**config.mk**
```make
export PLATFORM = sky130hd
export DESIGN_NAME = udp_cmd_scheduler
export DESIGN_NICKNAME = d
export VERILOG_FILES = /design/src/rtl/udp_cmd_scheduler.sv
export SDC_FILE = /design/constraint.sdc
export NUM_CORES = 1
export LEC_CHECK = 0
export ABC_AREA = 1
export BUFFER_PORTS_ARGS = -buffer_cell sky130_fd_sc_hd__buf_2
export CAP_MARGIN = 30
export CORE_MARGIN = 2
export CORE_UTILIZATION = 60
export CTS_CLUSTER_DIAMETER = 120
export CTS_CLUSTER_SIZE = 40
export DETAILED_ROUTE_END_ITERATION = 12
export GPL_ROUTABILITY_DRIVEN = 0
export GPL_TIMING_DRIVEN = 0
export PLACE_DENSITY = 0.8
export SLEW_MARGIN = 20
export SYNTH_ARGS = -nofsm -noshare
export SYNTH_HDL_FRONTEND = slang
export SYNTH_SLANG_ARGS = --single-unit
export TNS_END_PERCENT = 50
```
**constraint.sdc**
```tcl
create_clock -name clk -period 6.2 [get_ports clk]
set_input_delay 1.24 -clock clk [delete_from_list [all_inputs] [get_ports clk]]
set_output_delay 1.24 -clock clk [all_outputs]
set_load 0.02 [all_outputs]
```
**src/rtl/udp_cmd_scheduler.sv**
```systemverilog
// Command queue and sequencer for UDP-driven move commands.
// Pops one command at a time, decodes it into SDRAM/SD-card selects, then waits for move_done or a timeout.
module udp_cmd_scheduler #(
    parameter int          FIFO_DEPTH     = 4,
    parameter logic [23:0] TIMEOUT_CYCLES = 24'hFFFFFF,
    parameter int          BMP_OFFSET     = 8484,
    parameter int          IMG_SECTORS    = 1800
) (
    input  logic        clk,
    input  logic        rst,
    input  logic        cmd_valid,
    input  logic [31:0] cmd_data,
    output logic        cmd_ready,
    output logic        move_start,
    input  logic        move_done,
    output logic [1:0]  read_ch,
    output logic [1:0]  write_ch,
    output logic [1:0]  sdram_index,
    output logic [31:0] sd_rd_addr,
    output logic        busy,
    output logic        cmd_err,
    output logic        timeout_err
);

    // state  | meaning
    // IDLE   | waiting for a queued command; pops the head when present
    // DECODE | validating the command and loading channel outputs
    // START  | issuing the one-cycle move_start
    // WAIT   | waiting for move_done or the timeout
    typedef enum logic [1:0] {
        S_IDLE   = 2'd0,
        S_DECODE = 2'd1,
        S_START  = 2'd2,
        S_WAIT   = 2'd3
    } state_t;

    localparam int          AW            = $clog2(FIFO_DEPTH);
    localparam logic [AW:0] DEPTH_CNT     = (AW + 1)'(FIFO_DEPTH);
    localparam logic [31:0] IMG_SECTORS_W = 32'(IMG_SECTORS);
    localparam logic [31:0] BMP_OFFSET_W  = 32'(BMP_OFFSET);
    localparam logic [23:0] TMR_LAST      = TIMEOUT_CYCLES - 24'd1;

    // Only the low 16 bits of a command carry meaning.
    logic [15:0]   fifo_mem [FIFO_DEPTH];
    logic [AW-1:0] wr_ptr;
    logic [AW-1:0] rd_ptr;
    logic [AW:0]   count;
    logic          full;
    logic          empty;
    logic          push;
    logic          pop;
    logic [15:0]   unused_cmd_hi;

    state_t        state;
    state_t        state_n;
    logic [15:0]   cmd_reg;
    logic [15:0]   cmd_n;
    logic [23:0]   tmr;
    logic [23:0]   tmr_n;
    logic          move_start_n;
    logic          cmd_err_n;
    logic          timeout_err_n;
    logic [1:0]    read_ch_n;
    logic [1:0]    write_ch_n;
    logic [1:0]    sdram_index_n;
    logic [31:0]   sd_rd_addr_n;
    logic [31:0]   sd_sector;
    logic [3:0]    move_type;
    logic [9:0]    sd_card_index;

    assign unused_cmd_hi = cmd_data[31:16];

    assign full      = (count == DEPTH_CNT);
    assign empty     = (count == '0);
    assign cmd_ready = !full;
    assign push      = cmd_valid && !full;
    assign pop       = (state == S_IDLE) && !empty;
    assign busy      = (state != S_IDLE);

    always_ff @(posedge clk) begin
        if (push) begin
            fifo_mem[wr_ptr] <= cmd_data[15:0];
        end
    end

    always_ff @(posedge clk) begin
        if (rst) begin
            wr_ptr <= '0;
            rd_ptr <= '0;
            count  <= '0;
        end else begin
            if (push) begin
                wr_ptr <= wr_ptr + 1'b1;
            end
            if (pop) begin
                rd_ptr <= rd_ptr + 1'b1;
            end
            case ({push, pop})
                2'b10:   count <= count + 1'b1;
                2'b01:   count <= count - 1'b1;
                default: count <= count;
            endcase
        end
    end

    assign move_type     = cmd_reg[3:0];
    assign sd_card_index = cmd_reg[15:6];
    // Unsigned 32-bit; index 0 never reaches here as a valid type-2 command.
    assign sd_sector = ({22'd0, sd_card_index} - 32'd1) * IMG_SECTORS_W + BMP_OFFSET_W;

    always_comb begin
        state_n       = state;
        cmd_n         = cmd_reg;
        tmr_n         = tmr;
        move_start_n  = 1'b0;
        cmd_err_n     = 1'b0;
        timeout_err_n = 1'b0;
        read_ch_n     = read_ch;
        write_ch_n    = write_ch;
        sdram_index_n = sdram_index;
        sd_rd_addr_n  = sd_rd_addr;

        case (state)
            S_IDLE: begin
                if (!empty) begin
                    cmd_n   = fifo_mem[rd_ptr];
                    state_n = S_DECODE;
                end
            end
            S_DECODE: begin
                if (move_type == 4'd1) begin
                    read_ch_n     = 2'd0;
                    write_ch_n    = 2'd1;
                    sdram_index_n = cmd_reg[5:4];
                    sd_rd_addr_n  = 32'd0;
                    state_n       = S_START;
                end else if (move_type == 4'd2 && sd_card_index != 10'd0) begin
                    read_ch_n     = 2'd0;
                    write_ch_n    = 2'd2;
                    sdram_index_n = cmd_reg[5:4];
                    sd_rd_addr_n  = sd_sector;
                    state_n       = S_START;
                end else begin
                    cmd_err_n     = 1'b1;
                    read_ch_n     = 2'd0;
                    write_ch_n    = 2'd0;
                    sdram_index_n = 2'd0;
                    sd_rd_addr_n  = 32'd0;
                    state_n       = S_IDLE;
                end
            end
            S_START: begin
                move_start_n = 1'b1;
                tmr_n        = 24'd0;
                state_n      = S_WAIT;
            end
            S_WAIT: begin
                tmr_n = tmr + 24'd1;
                // done takes priority over a coincident timeout
                if (move_done || tmr == TMR_LAST) begin
                    timeout_err_n = !move_done;
                    read_ch_n     = 2'd0;
                    write_ch_n    = 2'd0;
                    sdram_index_n = 2'd0;
                    sd_rd_addr_n  = 32'd0;
                    state_n       = S_IDLE;
                end
            end
            default: begin
                state_n = S_IDLE;
            end
        endcase
    end

    always_ff @(posedge clk) begin
        if (rst) begin
            state       <= S_IDLE;
            cmd_reg     <= '0;
            tmr         <= '0;
            move_start  <= 1'b0;
            cmd_err     <= 1'b0;
            timeout_err <= 1'b0;
            read_ch     <= 2'd0;
            write_ch    <= 2'd0;
            sdram_index <= 2'd0;
            sd_rd_addr  <= 32'd0;
        end else begin
            state       <= state_n;
            cmd_reg     <= cmd_n;
            tmr         <= tmr_n;
            move_start  <= move_start_n;
            cmd_err     <= cmd_err_n;
            timeout_err <= timeout_err_n;
            read_ch     <= read_ch_n;
            write_ch    <= write_ch_n;
            sdram_index <= sdram_index_n;
            sd_rd_addr  <= sd_rd_addr_n;
        end
    end

endmodule

```
==> key figures <==
Outcome
  – Status: finished clean

Die
  – I/O pins: 79
  – Die width: 121 um
  – Full die area: 14,700 um^2
  – Area of the core: 13,300 um^2
  – Starting density of the core: 61.7%
  – Core Rows: 42
  – Die Ht: 121 um

Detailed routing
  – Vias: 6,753
  – Routed wire length: 18,000 um
  – DR vias/cell: 5.39
  – Antenna Violating Nets Remaining: 0
  – DRT Pass-1 Iters: 7
  – Drt drc: 0
  – DR iter-0 viols: 417
  – Routed len/inst: 14.4 um

STA
  – Post-route minimum period: 5.26 ns
  – RSZ-0062 raised after global routing: no
  – Final clock skew: 0.00826 ns
  – Max Slew Vio Count: 0
  – # setup viols final: 0
  – Fin. Hold Viols: 0
  – Worst-margin pin slew: 0.672 ns
  – Final setup TNS: 0 ns
  – Tcrit/Tclk final: 84.8%
  – Achievable Freq: 190 MHz
  – Relative slew slack: 54.9%

Finish
  – Diode count: 0
  – Commonest non-fill, non-tap cell in the layout: nand2_1
  – Final core occ: 70.5%
  – Layout area overhead: 14.2%
  – Final Net Count: 1,169
  – Commonest cells after routing, fill and taps aside: 151 x nand2_1, 122 x nor2_1, 116 x inv_1, 85 x dfxtp_1, 80 x nand3_1
  – Max FFs per register: 64
  – Non-Filler Instances: 1,253
  – Biggest regs: fifo_mem: 64 flops, sd_rd_addr: 30 flops, tmr: 24 flops
  – Largest Register: fifo_mem
  – Layout cells sized above 1: 14.3%

Synthesis
  – Post-synth top area share: 23.3%
  – Synthesized area: 8240 um^2
  – Mean Syn Cell Area: 8.40 um^2
  – Synth cell types: 49
  – Seq cells post-synth: 149
  – Seq/Total Area, Yosys: 44.0%
  – Number of synthesis warnings: 0
  – Cell taking the most area after synthesis: edfxtp_1
  – Post-synthesis instance total: 980
  – Top cells by area, synth: edfxtp_1 23%, dfxtp_1 21%, ha_1 8.1%

Critical path
  – WS Path Type: reg -> reg
  – Kind of end point of the critical path: flop
  – Most used cell, CP: nand2_1
  – Crit path DAT: 5.61 ns
  – Crit Path Max Fanout: 6
  – Max incr delay on CP: 0.52 ns
  – Slowest CP cell: fa_1
  – Worst setup SP type: flop
  – Critical Path RT: 6.56 ns

CTS
  – Clk buf depth: 2
  – CTS Sinks: 149
  – H-tree depth: 4
  – Worst-path clk slew: 0.06 ns
  – CTS Hold Buffers Added: 0
  – TritonCTS clock tree: built
  – CTS buffer count: 17
  – PostCTS Resize Cnt: 0
  – Clock Latency Late Sink: 0.43 ns
  – Clock root cell: clkbuf_16
  – Post-CTS Setup Bufs: 0

Global route
  – Vias in the first global route: 6,498
  – Largest net degree at the start of global routing: 17
  – Grt total ovfl: 0
  – Global-route wire length before repair: 29,800 um
  – Initial antenna violation count: 0
  – Total global-route track usage: 25.7%

Placement
  – Hpwl dp: 13,300 um
  – PortBufs: 58
  – Placed cells: 1,221

Worst hold path
  – Worst Hold Class: reg -> reg

Run
  – Max-cap violation count: 0
layer usage:
| metal | vias to the layer above | wire (um) | track usage, % |
|---|---|---|---|
| li1 | 3415 | - | - |
| met5 | - | 0 | 0 |
| met2 | 150 | 8900 | 44.1 |
| met4 | 0 | 317 | 8.91 |
| met3 | 26 | 840 | 5.78 |
| met1 | 3162 | 7990 | 32.0 |
per-stage QoR:
| stage | area (um^2) | hold WS, ns | worst slack (ns) |
|---|---|---|---|
| CTS | 9400 | 0.461 | 0.907 |
| floorplan | 8250 | 0.422 | 1.61 |
| global placement | 8760 | 0.443 | 1.04 |
| finish | 9400 | 0.465 | 0.942 |
| detailed placement | 8820 | 0.444 | 0.917 |
| global route | 9400 | 0.479 | 0.376 |
worst paths after layout:
check	depth (start not counted)	end	from	slack [ns]
hold / removal	1	tmr[21]	tmr[21]	0.47
hold reg to reg	1	tmr[21]	tmr[21]	0.47
setup reg to reg	26	sd_rd_addr[21]	cmd_reg[8]	0.94
setup / recovery	26	sd_rd_addr[21]	cmd_reg[8]	0.94
cells by family after synthesis:
kind of cell,Yosys count,share of synthesized area (%)
xor gates and xnor gates,14,1.49
DFF,149,44.0
buffers and inverters,155,7.53
and+or+nand+nor,429,24.2
adders and majority gates,69,11.9
other,1,0.0455
AOI/OAI and AO/OA,163,10.8
Yosys cell counts (all sizes together):
cell type and instances:
clkinv 1, edfxtp 64, conb 1, nand3b 3, a31oi 16, o21ai 75, buf 11, xor2 9
o221ai 2, nor3 13, a221oi 1, xnor2 5, a211oi 1, a21o 2, ha 53, o21bai 1
fa 16, nor4 2, nand3 85, or2 1, and2 1, nand2 170, nor2 136, clkbuf 20
o211ai 2, nor3b 8, nor4b 1, nand4 9, a2bb2oi 1, dfxtp 85, inv 123, o21a 2
a21oi 60
cell type report:
class	instances	area, um^2
Inverter	124	465
Buffer	31	155
Sequential cell	149	3620
Tap cell	176	220
Clock buffer	17	425
Clock inverter	15	158
Fill cell	1082	3940
Timing Repair Buffer	62	343
Multi-Input combinational cell	679	4010
worst max-delay path: cells and delay by family (launching register included):
family,cells,cell delay [ns]
compound gates,2,0.45
xor+xnor,1,0.51
fa+ha+maj,6,2.07
buf+inv,3,0.22
flops,1,0.44
simple gates,14,1.48
Power is left out: the tool's default activity adds up to more than one toggle a clock period on the data nets, which glitch-free logic cannot reach.
